--- config.mk ---
export PLATFORM = sky130hd
export DESIGN_NAME = seg_scan_capture
export DESIGN_NICKNAME = d
export VERILOG_FILES = /design/src/rtl/seg_pkg.sv /design/src/rtl/seg7_decode.sv /design/src/rtl/seg_scan_capture.sv
export SDC_FILE = /design/constraint.sdc
export NUM_CORES = 1
export LEC_CHECK = 0
export BUFFER_PORTS_ARGS = -buffer_cell sky130_fd_sc_hd__buf_4
export CORE_ASPECT_RATIO = 0.5
export CORE_MARGIN = 2
export CORE_UTILIZATION = 45
export CTS_BUF_LIST = sky130_fd_sc_hd__clkbuf_4 sky130_fd_sc_hd__clkbuf_8
export DETAILED_ROUTE_END_ITERATION = 12
export PLACE_DENSITY = 0.65
export SLEW_MARGIN = 20
export SYNTH_ARGS = -nofsm -noshare
export SYNTH_HDL_FRONTEND = slang
export SYNTH_SLANG_ARGS = --single-unit
--- constraint.sdc ---
create_clock -name clk -period 4.4 [get_ports clk]
set_input_delay 0 -clock clk [delete_from_list [all_inputs] [get_ports clk]]
set_output_delay 0 -clock clk [all_outputs]
set_load 0.01 [all_outputs]
--- src/rtl/seg_pkg.sv ---
// Shared constants and types for the 7-segment bus capture monitor.
// Segment patterns are active-low, bit order {g,f,e,d,c,b,a}.
package seg_pkg;

   localparam logic [6:0] SEG_0     = 7'b1000000;
   localparam logic [6:0] SEG_1     = 7'b1111001;
   localparam logic [6:0] SEG_2     = 7'b0100100;
   localparam logic [6:0] SEG_3     = 7'b0110000;
   localparam logic [6:0] SEG_4     = 7'b0011001;
   localparam logic [6:0] SEG_5     = 7'b0010010;
   localparam logic [6:0] SEG_6     = 7'b0000010;
   localparam logic [6:0] SEG_7     = 7'b1111000;
   localparam logic [6:0] SEG_8     = 7'b0000000;
   localparam logic [6:0] SEG_9     = 7'b0010000;
   localparam logic [6:0] SEG_A     = 7'b0001000;
   localparam logic [6:0] SEG_B     = 7'b0000011;
   localparam logic [6:0] SEG_C     = 7'b1000110;
   localparam logic [6:0] SEG_D     = 7'b0100001;
   localparam logic [6:0] SEG_E     = 7'b0000110;
   localparam logic [6:0] SEG_F     = 7'b0001110;
   localparam logic [6:0] SEG_BLANK = 7'b1111111;

   localparam int unsigned NUM_DIGITS = 4;

   typedef enum logic {EMPTY, FULL} state_t;

endpackage

--- src/rtl/seg7_decode.sv ---
// Combinational reverse lookup of an active-low segment pattern to a hex nibble.
// hit is low for any pattern outside the 16-entry table.
module seg7_decode
   import seg_pkg::*;
(
   input  logic [6:0] seg,
   output logic       hit,
   output logic [3:0] nibble
);

   always_comb begin
      hit    = 1'b1;
      nibble = '0;
      case (seg)
         SEG_0:   nibble = 4'h0;
         SEG_1:   nibble = 4'h1;
         SEG_2:   nibble = 4'h2;
         SEG_3:   nibble = 4'h3;
         SEG_4:   nibble = 4'h4;
         SEG_5:   nibble = 4'h5;
         SEG_6:   nibble = 4'h6;
         SEG_7:   nibble = 4'h7;
         SEG_8:   nibble = 4'h8;
         SEG_9:   nibble = 4'h9;
         SEG_A:   nibble = 4'hA;
         SEG_B:   nibble = 4'hB;
         SEG_C:   nibble = 4'hC;
         SEG_D:   nibble = 4'hD;
         SEG_E:   nibble = 4'hE;
         SEG_F:   nibble = 4'hF;
         default: hit    = 1'b0;
      endcase
   end

endmodule

--- src/rtl/seg_scan_capture.sv ---
// Passive monitor of the multiplexed 7-segment bus: captures four stable digits
// into a 16-bit word on a valid/ready handshake. SEG_SCAN_CAPTURE_ERRCNT_EN builds err_cnt.
module seg_scan_capture
   import seg_pkg::*;
#(
   parameter int unsigned STABLE_CYC = 16,
   parameter int unsigned ERRCNT_W   = 8
)(
   input  logic                clk,
   input  logic                btnC_n,
   input  logic [3:0]          an,
   input  logic [6:0]          seg,
   input  logic                out_ready,
   output logic                out_valid,
   output logic [15:0]         out_value,
   output logic                err,
   output logic                overrun,
   output logic [ERRCNT_W-1:0] err_cnt
);

   localparam logic [7:0] STAB = 8'(STABLE_CYC);

   logic [3:0]                       an_q;
   logic [6:0]                       seg_q;
   logic [7:0]                       cnt, cnt_next;
   logic                             same, accept;
   logic                             hit;
   logic [3:0]                       nibble;
   logic                             blank, one_low, wr, bad, load;
   logic [NUM_DIGITS-1:0]            wr_bits, mask;
   logic [NUM_DIGITS-1:0][3:0]       slot;
   state_t                           state_q, state_next;

   seg7_decode u_dec (
      .seg    (seg_q),
      .hit    (hit),
      .nibble (nibble)
   );

   // The incoming sample is compared against the registered one, so the count
   // reaches STABLE_CYC on the edge that latches the STABLE_CYC-th identical sample.
   assign same = ({an, seg} == {an_q, seg_q});

   always_comb begin
      if (!same)
         cnt_next = 8'd1;
      else if (cnt == STAB)
         cnt_next = STAB;
      else
         cnt_next = cnt + 8'd1;
   end

   assign accept  = (cnt_next == STAB) && (cnt != STAB);
   assign blank   = (an_q == 4'b1111);
   assign one_low = $onehot(~an_q);
   assign wr      = accept && one_low && hit;
   assign bad     = accept && !blank && !(one_low && hit);
   assign wr_bits = wr ? ~an_q : '0;
   assign load    = (state_q == EMPTY) && (mask == '1);

   always_ff @(posedge clk) begin
      if (!btnC_n) begin
         an_q      <= '1;
         seg_q     <= SEG_BLANK;
         cnt       <= '0;
         mask      <= '0;
         slot      <= '0;
         out_value <= '0;
         overrun   <= 1'b0;
         err       <= 1'b0;
      end else begin
         an_q  <= an;
         seg_q <= seg;
         cnt   <= cnt_next;
         err   <= bad;
         // A digit written on the load edge starts the next frame.
         mask  <= (load ? '0 : mask) | wr_bits;
         for (int unsigned i = 0; i < NUM_DIGITS; i++)
            if (wr_bits[i])
               slot[i] <= nibble;
         if (load)
            out_value <= slot;
         if ((state_q == FULL) && (mask == '1))
            overrun <= 1'b1;
      end
   end

   always_ff @(posedge clk) begin
      if (!btnC_n)
         state_q <= EMPTY;
      else
         state_q <= state_next;
   end

   always_comb begin
      state_next = state_q;
      case (state_q)
         EMPTY:   if (mask == '1) state_next = FULL;
         FULL:    if (out_ready)  state_next = EMPTY;
         default: state_next = EMPTY;
      endcase
   end

   always_comb begin
      out_valid = (state_q == FULL);
   end

`ifdef SEG_SCAN_CAPTURE_ERRCNT_EN
   logic [ERRCNT_W-1:0] err_cnt_q;

   always_ff @(posedge clk) begin
      if (!btnC_n)
         err_cnt_q <= '0;
      else if (bad && (err_cnt_q != '1))
         err_cnt_q <= err_cnt_q + ERRCNT_W'(1);
   end

   assign err_cnt = err_cnt_q;
`else
   assign err_cnt = '0;
`endif

endmodule

==> metrics.txt, run 1 <==
average size of a mapped cell=8.86 µm²; dpl hpwl=3.88 mm; Post-CTS Setup Bufs=0; cell accounting for the most synthesized area=dfxtp_1; placed cells=400; Synth top cells by count=nand2_1 (60), dfxtp_1 (58), a21boi_1 (21), mux2i_1 (17), nand2b_1 (15); DRT antenna net count=0; yosys warns=0; area of the multi-input gates=0.00143 mm²; final hold vios=0; Synth Flop Type=dfxtp_1; fin util=0.551; initial antenna violation count=0; Critical Path RT=4.58 ns; GR Layer Usage met3=0.0573; most numerous cell in the Yosys netlist=nand2_1; Synth Area in Compound Gates=0.115; Pleak=1.39 nW; Mapped Cells=313; CP Class=register to register; R2R depth=8; Placer Congestion=~0.9; row count=20; fill cell count=543; crit path to=slot[10]; CTS Buffer Depth=2; via count=between 2k and 2.5k; DRC violations left=0; worst hold path class=input port to register; global-route met2 utilization=0.266; P&R area growth vs syn=19.2%; CP Data Arrival Time=2.72 ns; initial drt markers=118; clock sinks=58; DRT Wirelength=5.51 mm; measured slew at the worst slew-check pin=0.966 ns; outcome=complete, no violations; worst skew pair latency=0.33 ns; Initial DRT Pass Iterations=4; Final setup viols=0; clk_skew=0.00693 ns; aggregate global-route resource usage=0.179; most used routing layer in global routing=met2; routed len/inst=roughly 13 µm; Cell Pwr Density=350 mW/mm²; largest net degree at the start of global routing=59; vias per inst=between 4 and 5; Simple-Gate Fraction of Synth Area=0.237; Root Buffer=clkbuf_8; final setup TNS=0 ns; post-synthesis mux area share=0.0613; core area=0.00601 mm²; CTS tree=yes; die width=between 100 and 150 µm; final std cells w/o fill=428; io pins=41; total congestion overflow=0; adder-cell area share of the yosys netlist=0.0298; crit start category=register; number of global-route vias before repair=1954; Post-synth EDFFs=0; ant diodes=0; Final nets=366; Worst Setup SP=cnt[0]; Setup crit end kind=register; Synth Area in XOR/XNOR=0.0631; H-tree lvl count=3; FF-to-FF setup slack=1.86 ns; initial core utilization=0.462; fin crit share=0.578; top cell type's share of synthesized area=0.419; die area=0.00685 mm²; RR Endpoint=slot[10]; Max Cap Violations=0; global-route wire length before repair=9.40 mm; share of the yosys chip area belonging to registers=0.419; total CTS buffers=9; I/O Buffers=32; M1 GR Usage=0.246; #FFs+latches synth=58; VDD IR-drop max=approximately 0.00021 V; Final Slew Violations=0; Die Y=59.5 µm; Storage cell area=0.00116 mm²; asr flop ratio synth=0; maximum fanout along the worst path=5; Synth area leaders=dfxtp_1 (42%), nand2_1 (8.1%), mux2i_1 (6.1%); RR Startpoint=cnt[0]; Max Fclk=393 MHz; number of distinct library cells after synthesis=44; CTS clk-pin slew, worst paths=0.06 ns; setup repair after global routing missed its margin=false; min cycle time layout=between 2 and 3 ns; Post-Syn Area=0.00277 mm²; Slew HR=0.354; layout cells sized above 1=0.154; largest family of logic cells by synthesized area=simple AND/OR/NAND/NOR gates
[per-stage QoR]
stage / power [mW] / instance area, µm² / hold slack [ns] / worst slack, ns
2_1_floorplan: 0.605 / 2800 / 0.101 / 2.08
3_3_place_gp: 0.616 / 2960 / 0.200 / 1.91
3_5_place_dp: 0.616 / 2960 / 0.204 / 1.87
4_1_cts: 1.17 / 3310 / 0.0916 / 1.84
5_1_grt: 1.20 / 3310 / 0.131 / 1.65
6_report: 1.16 / 3310 / 0.115 / 1.86
[final cells by class]
class / instances / share of cell area
Sequential cell: 58 / 0.351
Multi-Input combinational cell: 224 / 0.433
Timing Repair Buffer: 44 / 0.109
Clock buffer: 11 / 0.0439
Tap cell: 77 / 0.0291
Inverter: 9 / 0.0102
Clock inverter: 5 / 0.0235
[state kept, by name, indices dropped and copies added (netlist names)]
register and flops:
mask 4, err 1, out_valid 1, out_value 16
cnt 8, an_q 4, slot 16, seg_q 7
overrun 1
[what timing repair did]
| action | CTS | global route |
|---|---|---|
| gates resized for setup | 0 | 0 |
| hold buffers | 12 | 0 |
| hold endpoints to repair | 12 | 0 |
[report_power, final]
part	switching, mW	leakage [nW]	internal, mW
Clock	0.206	0.113	0.339
Combinational	0.0315	0.802	0.0370
Sequential	0.0143	0.471	0.531
Total	0.252	1.39	0.906
[kinds of logic (layout without fill, tap and decap cells)]
family | count (synthesis) | after routing
AO/OA/AOI/OAI | 42 | 42
XOR/XNOR | 20 | 20
adder cells (fa/ha/maj) | 6 | 6
buffers and inverters | 38 | 69
flip-flops | 58 | 58
multiplexers | 17 | 17
other | 1 | 8
AND/OR/NAND/NOR | 131 | 131
[worst max-delay path, cell delays in order, from the launching register on]
cell      delay (ns)
dfxtp_1         0.37
inv_1           0.09
ha_1            0.21
nor4b_2         0.16
nand3_1         0.15
nor4bb_1        0.29
nand4_1         0.22
or4_1           0.72
mux2i_1         0.17
[worst min-delay path by stage]
stage / start / endpoint / slack, ns / cells after the start
global route: btnC_n / seg_q[0] / 0.13 / 2
floorplan: an[0] / an_q[0] / 0.10 / 1
detailed placement: seg[2] / seg_q[2] / 0.20 / 2
CTS: btnC_n / an_q[0] / 0.09 / 2
global placement: seg[5] / seg_q[5] / 0.20 / 2
finish: btnC_n / an_q[0] / 0.12 / 2
[layer usage]
metal  up-vias  wire, µm
met5         -         0
met4         0        43
met3         4       276
met2        55      2370
met1       967      2820
li1       1106         -
[layout by cell type (no fill, tap or decap), types with 3 or more instances in the layout]
master,netlist,final
and3_1,3,3
conb_1,1,8
nand2b_1,15,15
o21ai_0,4,4
clkbuf_8,0,10
inv_1,9,9
nand2_1,60,60
nand4_1,4,4
nor2_1,14,14
dfxtp_1,58,58
ha_1,5,5
or3_1,3,3
xnor2_1,14,14
mux2i_1,17,17
or4_1,4,4
dlygate4sd3_1,0,12
nor3_1,7,7
a21boi_1,21,21
xor2_1,6,6
buf_4,8,32
nand3_1,9,9
No activity file was read; power rests on OpenSTA's default activity.
==> run 2, diff against run 1 <==
- PLACE_DENSITY: 0.65 -> 0.68
- clock period: 4.4 -> 2.1 ns (I/O delays scaled with it)
==> run 2 against run 1 <==
Against the previous run:
- the run now ends with setup timing left
- power increased by 120%
- global-route usage increased by 3.2 points
- sequential share of layout area decreased by 4.3 points
- die area unchanged
- sequential power increased by 110%
- critical path type unchanged
==> metrics.txt, run 2 (synthesized netlist as in run 1, its figures left out) <==
outcome=finished, violations left; worst skew pair latency=0.35 ns (+0.02 ns); commonest non-fill, non-tap cell in the layout=buf_4; RR Endpoint=slot[3]; Initial DRT Pass Iterations=4 (unchanged); area of the multi-input gates=0.00160 mm² (+11%); Cell Pwr Density=654 mW/mm² (+87%); crit start category=register; Worst Setup SP=cnt[0]; CTS Buffer Depth=2 (unchanged); CP top delay family=simple AND/OR/NAND/NOR gates; Slew HR=0.580 (+0.227); core area=0.00601 mm² (unchanged); vias per inst=5.08 (+2.1%); P&R area growth vs syn=37.5%; WP buf/inv=1 (unchanged); initial drt markers=184 (+56%); via count=2400 (+13%); CP Class=register to register; Slowest-stage cell, CP=or4_4; crit path to=slot[3]; Critical Path RT=2.31 ns (-2.27 ns); DRT antenna net count=0 (unchanged); Max Fclk=423 MHz (+7.5%); Max Cap Violations=0 (unchanged); H-tree lvl count=3 (unchanged); DRT Wirelength=6.75 mm (+22%); clk_skew=0.0109 ns (+0.00398 ns); measured slew at the worst slew-check pin=0.623 ns (-0.343 ns); VDD IR-drop max=0.000289 V (+39%); Final Slew Violations=0 (unchanged); maximum fanout along the worst path=5 (unchanged); min cycle time layout=2.37 ns (-0.178 ns); I/O Buffers=32 (unchanged); dpl hpwl=4.32 mm (+11%); Placer Congestion=0.829 (-5.8%); row count=20 (unchanged); io pins=41 (unchanged); most frequent cells in the layout=buf_4 (76), nand2_1 (60), dfxtp_1 (52); total CTS buffers=9 (unchanged); largest net degree at the start of global routing=59 (unchanged); number of global-route vias before repair=2362 (+21%); layout cells sized above 1=0.319 (+0.165); global-route wire length before repair=11.0 mm (+17%); worst hold slack=0.0959 ns (-0.0194 ns); fin util=0.635 (+0.0846); FF-to-FF setup slack=-0.27 ns (-2.12 ns); violations in the final reports=setup timing; Final setup viols=25 (+25); Root Buffer=clkbuf_8; Crit. path cell count=7 (-1); initial core utilization=0.462 (unchanged); R2R depth=7 (-1); RR Startpoint=cnt[0]; die width=115 µm (unchanged); setup repair after global routing missed its margin=true; aggregate global-route resource usage=0.211 (+0.0316); fin crit share=1.13 (+0.548); Storage cell area=0.00117 mm² (+1.1%); CP peak stage delay=0.67 ns (-0.05 ns); biggest registers after layout=out_value (16), slot (16), cnt (8); ant diodes=0 (unchanged); DRC violations left=0 (unchanged); Die Y=59.5 µm (unchanged); CTS tree=yes; CP Data Arrival Time=2.58 ns (-0.14 ns); fill cell count=455 (-16%); clock sinks=58 (unchanged); initial antenna violation count=0 (unchanged); worst hold path class=input port to register; die area=0.00685 mm² (unchanged); total congestion overflow=0 (unchanged); routed len/inst=14.3 µm (+11%); Pleak=1.64 nW (+18%); cell-by-cell trace of the critical path=buf_4, nand3_1, xor2_2, nor4bb_4, nand4_1, or4_4, mux2i_1; final hold vios=0 (unchanged); Setup crit end kind=register; CTS clk-pin slew, worst paths=0.08 ns (+0.02 ns); worst setup margin=-0.266 ns (-2.12 ns); Final nets=410 (+12%)
==> run 2: cell count changes in the layout (fill, tap and decap cells not counted), sizes merged <==
| cell | change |
|---|---|
| buf | +44 |
| inv | +1 |
| clkinvlp | +1 |
| clkbuf | -2 |
==> run 2: what timing repair did <==
action	CTS	global route
hold endpoints to repair	12	0
hold buffers	12	0
pin swaps	11	8
buffers inserted	8	1
gates resized for setup	25	5
endpoints found under the setup margin	20	25
==> run 2: per-stage QoR <==
step / TNS (ns) / area, µm² / total power [mW] / std cells / setup slack (ns)
4_1_cts: -3.25 / 3770 / 2.51 / 471 / -0.196
2_1_floorplan: -1.45 / 2850 / 1.28 / 320 / -0.0881
6_report: -5.01 / 3810 / 2.49 / 472 / -0.266
3_3_place_gp: -4.97 / 3250 / 1.32 / 435 / -0.277
5_1_grt: -7.30 / 3810 / 2.57 / 472 / -0.361
3_5_place_dp: -5.95 / 3250 / 1.33 / 435 / -0.326
==> run 2: how the worst min path moves through the flow <==
stage	start	endpoint	slack, ns	cells past startpoint
finish	btnC_n	an_q[3]	0.1	2
global placement	an[0]	an_q[0]	0.20	2
global route	btnC_n	an_q[3]	0.12	2
CTS	btnC_n	an_q[3]	0.07	2
detailed placement	seg[0]	seg_q[0]	0.20	2
floorplan	an[0]	an_q[0]	0.10	1
==> run 2: routing by layer <==
layer	vias up	routed length, µm	global-route usage
li1	1189	-	-
met4	0	208	0.112
met1	1114	3090	0.254
met5	-	0	0
met2	76	3060	0.348
met3	21	383	0.0624
==> run 2: area by class of cell <==
class,instances,share of cell area
Sequential cell,58,0.308
Tap cell,77,0.0253
Multi-Input combinational cell,224,0.418
Timing Repair Buffer,88,0.181
Clock buffer,9,0.0325
Clock inverter,7,0.0266
Inverter,9,0.00886
==> run 2: report_power, final <==
| group | switching (mW) | internal [mW] | total, mW |
|---|---|---|---|
| sequential | 0.0155 | 1.11 | 1.13 |
| clock | 0.484 | 0.675 | 1.16 |
| combinational | 0.0993 | 0.111 | 0.210 |
==> run 2: worst register-to-register path, stage by stage (launching register included) <==
cell and delay (ns):
dfxtp_4 0.36, buf_4 0.14, nand3_1 0.11, xor2_2 0.21
nor4bb_4 0.32, nand4_1 0.27, or4_4 0.67, mux2i_1 0.15
==> run 3, diff against run 2 <==
- CORE_UTILIZATION: 45 -> 53
- PLACE_DENSITY: 0.68 -> 0.78
==> run 3 against run 2 <==
Against the previous run:
- the flow still finishes with violations (setup timing)
- worst setup slack got worse by 0.11 ns
- critical endpoint is now slot[7]
- highest routed layer unchanged
- hold slack improved by 0.20 ns
- first-iteration DRC count down 21%
==> metrics.txt, run 3 (synthesized netlist as in run 1, its figures left out) <==
number of global-route vias before repair=2375 (+0.55%); die area=0.00586 mm² (-14%); most frequent cells in the layout=buf_4 (69), nand2_1 (60), dfxtp_1 (47); Pleak=1.63 nW (-0.66%); met2 wire len=3.63 mm (+18%); M1 WL=3.04 mm (-1.8%); CTS Buffer Depth=2 (unchanged); Max Fclk=404 MHz (-4.5%); outcome=finished, violations left; aggregate global-route resource usage=0.255 (+0.0444); Placer Congestion=0.864 (+4.3%); clock sinks=58 (unchanged); Cell Pwr Density=649 mW/mm² (-0.80%); hold depth=6 (+4); total congestion overflow=0 (unchanged); Final Slew Violations=0 (unchanged); fill cell count=319 (-30%); CTS tree=yes; routed len/inst=15.5 µm (+8.5%); largest net degree at the start of global routing=41 (-31%); initial core utilization=0.557 (+0.0954); io pins=41 (unchanged); H-tree lvl count=3 (unchanged); Initial DRT Pass Iterations=5 (+1); P&R area growth vs syn=41.5%; initial antenna violation count=0 (unchanged); Final Power=2.55 mW (+2.1%); Storage cell area=0.00118 mm² (+0.75%); vias per inst=5.36 (+5.5%); R2R depth=8 (+1); biggest registers after layout=out_value (16), slot (16), cnt (8); commonest non-fill, non-tap cell in the layout=buf_4; DRT Wirelength=7.31 mm (+8.3%); layout cells sized above 1=0.322 (+0.00271); Placement Setup Slack=-0.323 ns (+0.00252 ns); CP Class=register to register; Final setup viols=20 (-20%); I/O Buffers=32 (unchanged); RR Startpoint=cnt[1]; Root Buffer=clkbuf_8; clk_skew=0.00954 ns (-0.00137 ns); dpl hpwl=4.44 mm (+2.8%); RR Endpoint=slot[7]; CP Data Arrival Time=2.67 ns (+0.09 ns); VDD IR-drop max=0.000405 V (+40%); uppermost routed layer=met4; global-route wire length before repair=11.1 mm (+1.6%); ant diodes=0 (unchanged); final hold vios=0 (unchanged); row count=18 (-10%); via count=2526 (+5.3%); initial drt markers=145 (-21%); worst hold path class=input port to register; worst skew pair latency=0.35 ns (about the same); Critical Path RT=2.29 ns (-0.02 ns); worst hold slack=0.298 ns (+0.202 ns); fin util=0.789 (+0.153); CTS clk-pin slew, worst paths=0.08 ns (about the same); setup repair after global routing missed its margin=true; Slew HR=0.488 (-0.0922); min cycle time layout=2.48 ns (+0.112 ns); crit start category=register; final std cells w/o fill=471 (-0.21%); Final nets=416 (+1.5%); Die Y=55.2 µm (-7.3%); worst setup margin=-0.378 ns (-0.112 ns); FF-to-FF setup slack=-0.38 ns (-0.11 ns); core area=0.00498 mm² (-17%); Hold Crit Endpoint=cnt[0]; maximum fanout along the worst path=5 (unchanged); total CTS buffers=9 (unchanged); Max Cap Violations=0 (unchanged); DRT antenna net count=0 (unchanged); area of the multi-input gates=0.00163 mm² (+1.9%); DRC violations left=0 (unchanged); placed cells=429 (-1.4%); fin crit share=1.18 (+0.0534); die width=106 µm (-7.6%); measured slew at the worst slew-check pin=0.760 ns (+0.137 ns); Setup crit end kind=register; violations in the final reports=setup timing; hold path startpoint=an[0]; metal3 WL=500 µm (+31%)
==> run 3: cell count changes in the layout (fill, tap and decap cells not counted), moves of 2 or more <==
cell and change:
inv_1 -2, inv_4 +2, buf_4 -7, dfxtp_1 -5, dfxtp_2 +4, dlygate4sd3_1 +11
==> run 3: final cells by class <==
cell class                      instances  share of cell area
Inverter                                9             0.00988
Clock buffer                            9              0.0316
Tap cell                               70              0.0223
Timing Repair Buffer                   94               0.195
Clock inverter                          7              0.0261
Sequential cell                        58               0.301
Multi-Input combinational cell        224               0.414
==> run 3: power breakdown <==
group / internal, mW / switching, mW / leakage, nW
sequential: 1.11 / 0.0162 / 0.471
combinational: 0.131 / 0.113 / 1.05
clock: 0.677 / 0.498 / 0.110
==> run 3: worst max-delay path, stage by stage (launching register included) <==
cell and delay (ns):
dfxtp_4 0.37, inv_4 0.06, ha_4 0.12, nor4b_4 0.22, nand3_2 0.15, a211oi_2 0.24, nand4_1 0.31, or4_4 0.68
mux2i_1 0.16
==> run 3: worst max path at each step <==
| stage | to | start | cells after the start | slack [ns] |
|---|---|---|---|---|
| 2_1_floorplan | slot[2] | an_q[3] | 8 | -0.09 |
| 3_3_place_gp | slot[13] | cnt[0] | 7 | -0.25 |
| 3_5_place_dp | slot[7] | cnt[0] | 7 | -0.32 |
| 4_1_cts | slot[7] | cnt[1] | 7 | -0.19 |
| 5_1_grt | slot[7] | cnt[1] | 8 | -0.44 |
| 6_report | slot[7] | cnt[1] | 8 | -0.38 |
==> run 3: repair_timing <==
| action | 4_1_cts | 5_1_grt |
|---|---|---|
| gates cloned | 0 | 1 |
| endpoints found under the hold margin | 13 | 0 |
| buffers inserted | 2 | 0 |
| hold buffers | 23 | 0 |
| resized for setup | 26 | 17 |
| pin swaps | 8 | 7 |
| endpoints found under the setup margin | 20 | 21 |
==> run 3: stage by stage <==
step	TNS [ns]	cell area, µm²
floorplan	-1.45	2850
global placement	-4.39	3250
detailed placement	-5.55	3250
CTS	-2.35	3840
global route	-7.81	3930
finish	-6.44	3930
==> run 3: per-layer routing <==
metal,up-vias,global-route usage
li1,1202,-
met1,1207,0.285
met2,100,0.471
met3,17,0.0937
met4,0,0.0877
met5,-,0
